<file path="config.mk">
export PLATFORM = sky130hd
export DESIGN_NAME = sync_fifo_param
export DESIGN_NICKNAME = d
export VERILOG_FILES = /design/src/rtl/sync_fifo_param.sv
export SDC_FILE = /design/constraint.sdc
export NUM_CORES = 1
export LEC_CHECK = 0
export BUFFER_PORTS_ARGS = -buffer_cell sky130_fd_sc_hd__buf_2
export CORE_ASPECT_RATIO = 1.2
export CORE_UTILIZATION = 40
export CTS_BUF_LIST = sky130_fd_sc_hd__clkbuf_2 sky130_fd_sc_hd__clkbuf_4 sky130_fd_sc_hd__clkbuf_8
export DETAILED_ROUTE_END_ITERATION = 8
export PLACE_DENSITY = 0.54
export SLEW_MARGIN = 20
export SYNTH_ARGS = -nofsm -noshare
export SYNTH_HDL_FRONTEND = slang
export SYNTH_SLANG_ARGS = --single-unit
</file>
<file path="constraint.sdc">
create_clock -name clk -period 2.8 [get_ports clk]
set_clock_uncertainty 0.05 [all_clocks]
set_input_delay 0.56 -clock clk [delete_from_list [all_inputs] [get_ports clk]]
set_output_delay 0.56 -clock clk [all_outputs]
set_load 0.02 [all_outputs]
</file>
<file path="src/rtl/sync_fifo_param.sv">
// Purpose: single-clock FIFO with occupancy count, almost-full/empty thresholds, sticky error flags.
// Latency: 1 cycle from RREQ to RD/RVALID; with SYNC_FIFO_FWFT_EN, RD/RVALID show the head word while non-empty.
// Backpressure: writes are dropped while f (sets OVF); reads are dropped while e (sets UDF).
//
// Ports:
//   clk, rst        clock; synchronous active-low reset
//   WREQ, WD        write request and write data
//   RREQ, RD        read request (a pop in FWFT mode) and read data
//   RVALID          RD holds a freshly popped word (FWFT: RD holds the head word)
//   f, e, af, ae    full, empty, almost-full (COUNT >= AF_LEVEL), almost-empty (COUNT <= AE_LEVEL)
//   COUNT           occupancy, 0..DEPTH
//   OVF, UDF        sticky overflow/underflow; ERR_CLR clears them (a set in the same cycle wins)
// Optional macro: SYNC_FIFO_FWFT_EN selects first-word fall-through read mode.
module sync_fifo_param #(
   parameter int WIDTH    = 8,
   parameter int DEPTH    = 16,
   parameter int AF_LEVEL = DEPTH - 2,
   parameter int AE_LEVEL = 2
) (
   input  logic                     clk,
   input  logic                     rst,
   input  logic                     WREQ,
   input  logic [WIDTH-1:0]         WD,
   input  logic                     RREQ,
   output logic [WIDTH-1:0]         RD,
   output logic                     RVALID,
   output logic                     f,
   output logic                     e,
   output logic                     af,
   output logic                     ae,
   output logic [$clog2(DEPTH):0]   COUNT,
   output logic                     OVF,
   output logic                     UDF,
   input  logic                     ERR_CLR
);

   localparam int AW = $clog2(DEPTH);
   localparam int CW = AW + 1;

   logic [WIDTH-1:0] mem [DEPTH];
   logic [AW-1:0]    wptr;
   logic [AW-1:0]    rptr;
   logic [CW-1:0]    count;
   logic             wr_acc;
   logic             rd_acc;

   // Acceptance uses the pre-edge flags, so a full FIFO with both requests
   // pops only, and an empty FIFO with both requests pushes only.
   assign wr_acc = WREQ && !f;
   assign rd_acc = RREQ && !e;

   // Status flags decode from the registered count.
   assign e     = (count == '0);
   assign f     = (count == CW'(DEPTH));
   assign af    = (count >= CW'(AF_LEVEL));
   assign ae    = (count <= CW'(AE_LEVEL));
   assign COUNT = count;

   // Pointers wrap naturally because DEPTH is a power of two.
   always_ff @(posedge clk) begin
      if (!rst) begin
         wptr  <= '0;
         rptr  <= '0;
         count <= '0;
      end else begin
         if (wr_acc) wptr <= wptr + 1'b1;
         if (rd_acc) rptr <= rptr + 1'b1;
         case ({wr_acc, rd_acc})
            2'b10:   count <= count + 1'b1;
            2'b01:   count <= count - 1'b1;
            default: count <= count;
         endcase
      end
   end

   // Storage is not reset; writes are suppressed while reset is asserted.
   always_ff @(posedge clk) begin
      if (rst && wr_acc) mem[wptr] <= WD;
   end

   // Sticky error flags: a set in the same cycle as ERR_CLR wins.
   always_ff @(posedge clk) begin
      if (!rst) begin
         OVF <= 1'b0;
         UDF <= 1'b0;
      end else begin
         if (WREQ && f)    OVF <= 1'b1;
         else if (ERR_CLR) OVF <= 1'b0;
         if (RREQ && e)    UDF <= 1'b1;
         else if (ERR_CLR) UDF <= 1'b0;
      end
   end

`ifdef SYNC_FIFO_FWFT_EN
   // Head word is shown combinationally; RD is forced to zero while empty so
   // stale storage never leaks out, and it reads zero after reset.
   assign RD     = e ? '0 : mem[rptr];
   assign RVALID = !e;
`else
   always_ff @(posedge clk) begin
      if (!rst) begin
         RD     <= '0;
         RVALID <= 1'b0;
      end else begin
         RVALID <= rd_acc;
         if (rd_acc) RD <= mem[rptr];
      end
   end
`endif

endmodule

</file>
==> results.tsv, run 1 <==
metric	value	unit
status	completed	
htreeDepth	4	
leakagePower	2.34	nW
overflow	0	
coreArea	15000	um2
syn-cell-area	6150	um2
ys_ff_latch	152	
dpl.hpwl	8580	um
drive_above_1_share	0.196	
rows	49	
cpMaxStageDelayCell	fa_1	
synth_cell_types	34	
netlist_instances	400	
grt_use_met3	0.0345	
cp.arrival	2.87	ns
dieWidth	115	um
crit_chain	nor4_4 -> a21boi_4 -> inv_1 -> ha_1 -> inv_1 -> fa_1 -> nor2b_1 -> o21ai_0 -> nand3_1 -> or3b_1 -> mux2i_1	
io_pins	33	
post-route-drc-count	0	
p_per_area	811	nW/um2
tightestPinTransition	0.684	ns
antenna_found_initial	0	
yosysWarnings	0	
met2_usage	0.294	
die-area	15900	um2
die_y	138	um
finalMaxSlewViolations	0	
cts_hold_buf	0	
cts_root_buf	clkbuf_8	
ant_nets	0	
path_buf_inv	2	
portBuffers	32	
path_delay_family	simple AND/OR/NAND/NOR gates	
cts.path.max_buffers	2	
synth_edf_count	128	
fillers	1328	
wl_per_cell	19.3	um
peakVddDrop	0.543	mV
max_freq	0.384	GHz
syn_nets	423	
clk_pin_slew	0.07	ns
clock-sinks	152	
wirelength	12900	um
grt_usage	0.177	
finalWeightedCongestion	0.810	
grt_max_degree	29	
ys_seq_area_frac	0.703	
met1_usage	0.230	
nets	475	
grt_pass1_wl	19500	um
drt-initial-drc-count	218	
clk_latency	0.43	ns
layout_commonest_cell	edfxtp_1	
cts_made_buffers	17	
cp_slowest_stage_delay	0.40	ns
dr.pass1.iters	7	
async_reset_ff_frac	0	
path_class	reg2reg	
diodes	0	
setup_viol_count_final	0	
grt_pass1_vias	3340	
cts_tree	yes	
rsz0062_at_grt	false	
final_cell_mix	edfxtp_1 (128), mux2i_1 (66), o22ai_1 (32), buf_2 (32), dfxtp_1 (22)	
busiest_layer	met2	
avgSynthCellArea	15.4	um2
num_vias	3369	
ctsResizeCount	0	
cp_common_cell	inv_1	
maxCapViolations	0	
cts_setup_buffers	0	
critPathLaunchType	flip-flop	
hold_ws	0.364	ns
required	3.07	ns
finalHoldViolCount	0	
r2r_slack	0.19	ns
fin_crit_sh	0.930	
post-route-min-period	2.61	ns
vias_per_cell	5.04	
cp_max_fo	6	
area_growth	15.3	%
hold_path.class	in2reg	
synth_ff_type	edfxtp_1	
fin_tns_setup	0	ns
max_slew_margin	0.542	
initial_utilization	0.410	
critPathCaptureType	flip-flop	
## flip-flops by register name (all words and copies together) (netlist names)
register and flops:
RVALID 1, COUNT 5, OVF 1, rptr 4, mem 128, UDF 1
wptr 4, RD 8
## worst min-delay path: stages
cell	delay (ns)
buf_2	0.09
a22oi_1	0.06
nor2b_1	0.09
## per-layer routing
layer / vias up / routed length (um)
met5: - / 0
met4: 0 / 102
met3: 6 / 476
met2: 57 / 6550
met1: 1667 / 5750
li1: 1639 / -
## cells in the mapped netlist (all sizes together) (2+ instances only)
library cell  count  share of area
a21boi            2         0.0049
a21oi            11         0.0089
a22oi             2         0.0024
and2             12          0.013
buf              13          0.016
clkbuf            7         0.0043
dfxtp            24          0.078
edfxtp          128           0.62
ha                9          0.018
inv               9         0.0055
mux2i            66           0.11
nand2            12         0.0085
nand3             4         0.0033
nand3b            5         0.0061
nand4             2         0.0020
nor2             18          0.011
nor2b             6         0.0061
nor4              9          0.012
o21ai            12         0.0098
o22ai            32          0.033
or3b              4         0.0057
xnor2             5         0.0071
xor2              4         0.0057
## final timing paths
kind                      endpoint  cells past startpoint                   from
max          COUNT[4]$_SDFFE_PN0P_                     11  COUNT[2]$_SDFFE_PN0P_
min reg2reg       OVF$_SDFFE_PN0P_                      2       OVF$_SDFFE_PN0P_
min               OVF$_SDFFE_PN0P_                      3                   WREQ
max reg2reg  COUNT[4]$_SDFFE_PN0P_                     11  COUNT[2]$_SDFFE_PN0P_
## final cells by class
| type | count | area (um2) | area share |
|---|---|---|---|
| multi-input combinational | 219 | 1670 | 0.235 |
| clock inverter | 9 | 171 | 0.0242 |
| sequential | 152 | 4330 | 0.611 |
| tap | 204 | 255 | 0.0360 |
| clock buffer | 23 | 292 | 0.0411 |
| timing repair buffer | 53 | 343 | 0.0484 |
| inverter | 9 | 33.8 | 0.00476 |
## kinds of logic (layout without fill, tap and decap cells)
family          count (synthesis)  after routing  share of synthesized area
flops                         152            152                      0.703
fa+ha+maj                      10             10                     0.0216
buf+inv                        29             94                     0.0262
mux                            66             66                      0.107
simple gates                   73             73                     0.0679
xor+xnor                        9              9                     0.0128
compound gates                 61             61                     0.0612
## where the power goes
group	total, W	internal (W)	switching [W]
clock network	0.00188	0.00114	0.000740
registers	0.00272	0.00259	0.000126
logic	0.00115	0.000427	0.000720
## through the flow
step	cell area [um2]	cells	utilization	power (W)	setup slack, ns
6_report	7090	669	0.472	0.00575	0.195
5_1_grt	7090	669	0.472	0.00601	0.00966
4_1_cts	7090	669	0.472	0.00580	0.169
3_5_place_dp	6630	637	0.441	0.00392	0.187
3_3_place_gp	6630	637	0.441	0.00389	0.231
2_1_floorplan	6150	400	-	0.00355	0.00430
Power figures use the tool's default switching activity.
==> run 2: changes to the inputs <==
==> constraint.sdc (replaced) <==
create_clock -name clk -period 2.8 [get_ports clk]
set_clock_uncertainty 0.05 [all_clocks]
set_input_delay 0.56 -clock clk [delete_from_list [all_inputs] [get_ports clk]]
set_output_delay 0.56 -clock clk [all_outputs]
set_load 0.005 [all_outputs]
==> results.tsv, run 2 (synthesis gave the netlist of run 1 again) <==
metric	value	unit	change
required	3.10	ns	+0.03 ns
post-route-min-period	2.61	ns	+0.00513 ns
cp_max_fo	7		+1
critPathLaunchType	flip-flop		
r2r_slack	0.19	ns	about the same
grt_usage	0.181		+0.00384
min-delay-start	WREQ		
maxCapViolations	0		unchanged
clk_latency	0.45	ns	+0.02 ns
max_slew_margin	0.541		-0.000819
dpl.hpwl	8620	um	+0.46%
initial_utilization	0.410		unchanged
grt_pass1_wl	19900	um	+1.9%
wl_per_cell	19.3	um	+0.48%
cpMaxStageDelayCell	fa_1		
clk_pin_slew	0.08	ns	about the same
hold_end	OVF$_SDFFE_PN0P_		
final_cell_mix	edfxtp_1 (128), mux2i_1 (66), o22ai_1 (32), buf_2 (32), buf_4 (23)		
top_register	mem		
nets	477		+0.42%
placed_cell_area	6610	um2	-0.28%
clock-sinks	152		unchanged
post-route-drc-count	0		unchanged
hold_path.class	in2reg		
cts_root_buf	clkbuf_8		
cts_tree	yes		
diodes	0		unchanged
cp_slowest_stage_delay	0.40	ns	about the same
p_per_area	762	nW/um2	-6.1%
r2r-end	COUNT[4]$_SDFFE_PN0P_		
largest_register_ffs	128		unchanged
fin_tns_setup	0	ns	unchanged
setup_viol_count_final	0		unchanged
leakagePower	2.30	nW	-1.7%
grt_pass1_vias	3339		-0.030%
die_y	138	um	unchanged
drt-initial-drc-count	148		-32%
fillers	1333		+0.38%
hold_ws	0.355	ns	-0.00896 ns
drive_above_1_share	0.191		-0.00471
r2r.worst_path.cells	12		+1
io_pins	33		unchanged
finish.utilization	0.466		-0.00633
num_vias	3419		+1.5%
status	completed		
finalMaxSlewViolations	0		unchanged
cp_common_cell	inv_1		
cp.arrival	2.91	ns	+0.04 ns
path_class	reg2reg		
dr.pass1.iters	4		-3
rows	49		unchanged
layout_commonest_cell	edfxtp_1		
critPathCaptureType	flip-flop		
overflow	0		unchanged
portBuffers	32		unchanged
r2r-start	COUNT[1]$_SDFFE_PN0P_		
cts.path.max_buffers	2		unchanged
peakVddDrop	0.523	mV	-3.7%
wirelength	13000	um	+0.63%
hold_depth	3		unchanged
die-area	15900	um2	unchanged
ant_nets	0		unchanged
htreeDepth	4		unchanged
finalHoldViolCount	0		unchanged
crit_chain	nor4_4 -> buf_4 -> a21boi_4 -> inv_1 -> ha_1 -> inv_1 -> fa_1 -> nor2b_1 -> o21ai_0 -> nand3_1 -> or3b_1 -> mux2i_1		
rsz0062_at_grt	false		
tightestPinTransition	0.686	ns	+0.00122 ns
max_freq	0.383	GHz	-0.20%
coreArea	15000	um2	unchanged
vias_per_cell	5.10		+1.3%
design_area	7000	um2	-1.3%
antenna_found_initial	0		unchanged
reg_top3	mem x128, RD x8, COUNT x5		
dieWidth	115	um	unchanged
p_total	0.00533	W	-7.3%
grt_max_degree	29		unchanged
cts_made_buffers	17		unchanged
area_growth	13.7	%	
fin_crit_sh	0.932		+0.00183
finalWeightedCongestion	0.803		-0.93%
-- run 2: changes by cell type in the layout (fill, tap and decap cells not counted) --
cell | before | now
clkinv_1 | 2 | 5
clkinvlp_4 | 0 | 1
buf_4 | 19 | 23
clkbuf_8 | 19 | 17
clkinv_4 | 1 | 0
clkinv_2 | 1 | 4
buf_12 | 2 | 0
clkbuf_4 | 4 | 1
bufinv_16 | 5 | 3
-- run 2: worst max path at each step --
| stage | startpoint | end | slack [ns] | cells after the start |
|---|---|---|---|---|
| 4_1_cts | COUNT[1]$_SDFFE_PN0P_ | COUNT[4]$_SDFFE_PN0P_ | 0.12 | 11 |
| 5_1_grt | COUNT[1]$_SDFFE_PN0P_ | COUNT[4]$_SDFFE_PN0P_ | 0.03 | 12 |
| 3_5_place_dp | COUNT[1]$_SDFFE_PN0P_ | COUNT[4]$_SDFFE_PN0P_ | 0.12 | 11 |
| 6_report | COUNT[1]$_SDFFE_PN0P_ | COUNT[4]$_SDFFE_PN0P_ | 0.19 | 12 |
| 3_3_place_gp | COUNT[1]$_SDFFE_PN0P_ | COUNT[4]$_SDFFE_PN0P_ | 0.22 | 11 |
| 2_1_floorplan | COUNT[0]$_SDFFE_PN0P_ | COUNT[4]$_SDFFE_PN0P_ | 0.06 | 11 |
-- run 2: power breakdown --
group	internal (W)	switching [W]	total (W)	leakage [nW]
Combinational	0.000442	0.000556	0.000998	0.761
Clock	0.000862	0.000755	0.00162	0.193
Sequential	0.00259	0.000122	0.00271	1.35
Total	0.00390	0.00143	0.00533	2.30
-- run 2: critical path, delay by kind of cell, from the launching register on --
kind,cells,cell delay (ns)
compound gates,2,0.17
buf+inv,3,0.34
mux,1,0.13
simple gates,4,0.83
fa+ha+maj,2,0.63
flops,1,0.36
-- run 2: stage by stage --
step                std cells  setup WS [ns]
floorplan                 400         0.0593
global placement          638          0.216
detailed placement        638          0.122
CTS                       669          0.117
global route              670         0.0304
finish                    670          0.190
-- run 2: repair_timing --
| action | 4_1_cts | 5_1_grt |
|---|---|---|
| endpoints found under the setup margin | 0 | 1 |
| buffers inserted | 0 | 1 |
| hold buffers | 0 | 0 |
| gates resized for setup | 0 | 1 |
-- run 2: layout make-up --
class / instances / area (um2) / area share
timing repair buffer: 55 / 333 / 0.0476
sequential: 152 / 4330 / 0.619
inverter: 9 / 33.8 / 0.00483
clock inverter: 13 / 136 / 0.0195
multi-input combinational: 219 / 1670 / 0.238
clock buffer: 18 / 241 / 0.0345
tap: 204 / 255 / 0.0365
-- run 2: metal layers --
| layer | vias to the layer above | share of wire | GRT usage |
|---|---|---|---|
| met2 | 61 | 0.49 | 0.300 |
| met5 | - | 0 | 0 |
| met4 | 0 | 0.024 | 0.0794 |
| met1 | 1702 | 0.44 | 0.222 |
| met3 | 21 | 0.040 | 0.0476 |
| li1 | 1635 | - | - |
==> run 3: changes to the inputs <==
--- a/config.mk
+++ b/config.mk
@@ -7,10 +7,10 @@
 export LEC_CHECK = 0
 export BUFFER_PORTS_ARGS = -buffer_cell sky130_fd_sc_hd__buf_2
 export CORE_ASPECT_RATIO = 1.2
-export CORE_UTILIZATION = 40
+export CORE_UTILIZATION = 57
 export CTS_BUF_LIST = sky130_fd_sc_hd__clkbuf_2 sky130_fd_sc_hd__clkbuf_4 sky130_fd_sc_hd__clkbuf_8
 export DETAILED_ROUTE_END_ITERATION = 8
-export PLACE_DENSITY = 0.54
+export PLACE_DENSITY = 0.74
 export SLEW_MARGIN = 20
 export SYNTH_ARGS = -nofsm -noshare
 export SYNTH_HDL_FRONTEND = slang
==> results.tsv, run 3 (synthesis gave the netlist of run 1 again) <==
metric	value	unit	change
drive_above_1_share	0.192		+0.00115
nets	468		-1.9%
finalWeightedCongestion	0.804		about the same
dieWidth	96.8	um	-16%
maxCapViolations	0		unchanged
grt_pass1_wl	19200	um	-3.8%
area_growth	12.0	%	
clk_latency	0.44	ns	about the same
ant_nets	0		unchanged
r2r.worst_path.cells	11		-1
rows	41		-16%
cp.arrival	2.91	ns	about the same
cts.path.max_buffers	2		unchanged
p_total	0.00539	W	+1.1%
post-route-drc-count	0		unchanged
wl_per_cell	21.0	um	+8.5%
cts_made_buffers	17		unchanged
overflow	0		unchanged
required	3.08	ns	-0.02 ns
largest_register_ffs	128		unchanged
antenna_found_initial	0		unchanged
tightestPinTransition	0.711	ns	+0.0253 ns
wirelength	12300	um	-5.0%
portBuffers	32		unchanged
critPathLaunchType	flip-flop		
fin_tns_setup	0	ns	unchanged
finalMaxSlewViolations	0		unchanged
hold_path.class	in2reg		
grt_usage	0.235		+0.0549
dr.pass1.iters	5		+1
final_cell_mix	edfxtp_1 (128), mux2i_1 (66), o22ai_1 (32), buf_2 (32)		
p_per_area	782	nW/um2	+2.6%
finalHoldViolCount	0		unchanged
die-area	11200	um2	-29%
num_vias	3473		+1.6%
initial_utilization	0.585		+0.175
coreArea	10500	um2	-30%
post-route-min-period	2.63	ns	+0.0215 ns
r2r-end	COUNT[4]$_SDFFE_PN0P_		
clk_pin_slew	0.07	ns	about the same
path_class	reg2reg		
top_register	mem		
r2r_slack	0.17	ns	-0.02 ns
max_freq	0.380	GHz	-0.82%
status	completed		
fillers	754		-43%
diodes	0		unchanged
cp_max_fo	6		-1
clock-sinks	152		unchanged
grt_max_degree	29		unchanged
critPathCaptureType	flip-flop		
dp.cells	555		-13%
max_slew_margin	0.524		-0.0169
dpl.hpwl	8190	um	-5.0%
fin_crit_sh	0.940		+0.00767
layout_commonest_cell	edfxtp_1		
final_cells	587		-12%
reg_top3	mem x128, RD x8, COUNT x5		
cp-endpoint	COUNT[4]$_SDFFE_PN0P_		
setup_ws	0.168	ns	-0.0215 ns
drt-initial-drc-count	395		+170%
grt_pass1_vias	3503		+4.9%
vias_per_cell	5.92		+16%
io_pins	33		unchanged
die_y	116	um	-16%
r2r-start	COUNT[3]$_SDFFE_PN0P_		
cts_tree	yes		
setup_viol_count_final	0		unchanged
htreeDepth	4		unchanged
leakagePower	2.28	nW	-1.3%
cp-startpoint	COUNT[3]$_SDFFE_PN0P_		
cts_root_buf	clkbuf_8		
peakVddDrop	0.771	mV	+47%
place_ws	0.0858	ns	-0.0357 ns
rsz0062_at_grt	false		
[run 3: cell count changes in the layout (fill, tap and decap cells not counted), sizes merged]
cell,change
buf,-9
clkbuf,+6
clkinv,-5
bufinv,-1
clkinvlp,+1
[run 3: worst min-delay path by stage]
stage | start | endpoint | slack (ns) | cells after the start
2_1_floorplan | OVF$_SDFFE_PN0P_ | OVF$_SDFFE_PN0P_ | 0.47 | 2
3_3_place_gp | UDF$_SDFFE_PN0P_ | UDF$_SDFFE_PN0P_ | 0.46 | 2
3_5_place_dp | RD[5]$_SDFFE_PN0P_ | RD[5]$_SDFFE_PN0P_ | 0.48 | 2
4_1_cts | RREQ | UDF$_SDFFE_PN0P_ | 0.35 | 3
5_1_grt | WREQ | OVF$_SDFFE_PN0P_ | 0.38 | 3
6_report | WREQ | OVF$_SDFFE_PN0P_ | 0.37 | 3
[run 3: report_power, final]
part           internal [W]  switching (W)
clock              0.000910       0.000753
combinational      0.000434       0.000560
sequential          0.00259       0.000135
[run 3: cell type report]
class | instances | area [um2] | share of cell area
Inverter | 9 | 33.8 | 0.00490
Multi-Input combinational cell | 219 | 1680 | 0.244
Clock inverter | 8 | 95.1 | 0.0138
Clock buffer | 24 | 312 | 0.0452
Tap cell | 129 | 161 | 0.0234
Sequential cell | 152 | 4330 | 0.629
Timing Repair Buffer | 46 | 278 | 0.0403
[run 3: metal layers]
metal  part of all wire  wire, um  GRT usage  vias up
met2               0.52      6370      0.407      100
met3              0.053       658     0.0470       13
met5                  0         0          0        -
met1               0.42      5120      0.296     1744
met4              0.013       164     0.0925        0
li1                   -         -          -     1616
[run 3: stage by stage]
step | utilization | hold WS (ns) | area, um2
floorplan | - | 0.475 | 6150
global placement | 0.615 | 0.459 | 6470
detailed placement | 0.615 | 0.477 | 6470
finish | 0.655 | 0.373 | 6890
global route | 0.655 | 0.378 | 6890
CTS | 0.654 | 0.346 | 6870
[run 3: worst max-delay path, stage by stage (launching register included)]
cell	delay, ns
dfxtp_2	0.36
nor4_4	0.44
a21boi_4	0.10
inv_1	0.10
ha_4	0.17
inv_1	0.07
fa_1	0.40
nor2b_1	0.11
o21ai_0	0.12
nand3_1	0.11
or3b_1	0.36
mux2i_1	0.12
[run 3: what timing repair did]
item	CTS	global route
resized for setup	0	4
endpoints found under the setup margin	0	1
hold buffers	0	0
setup buffers	0	0
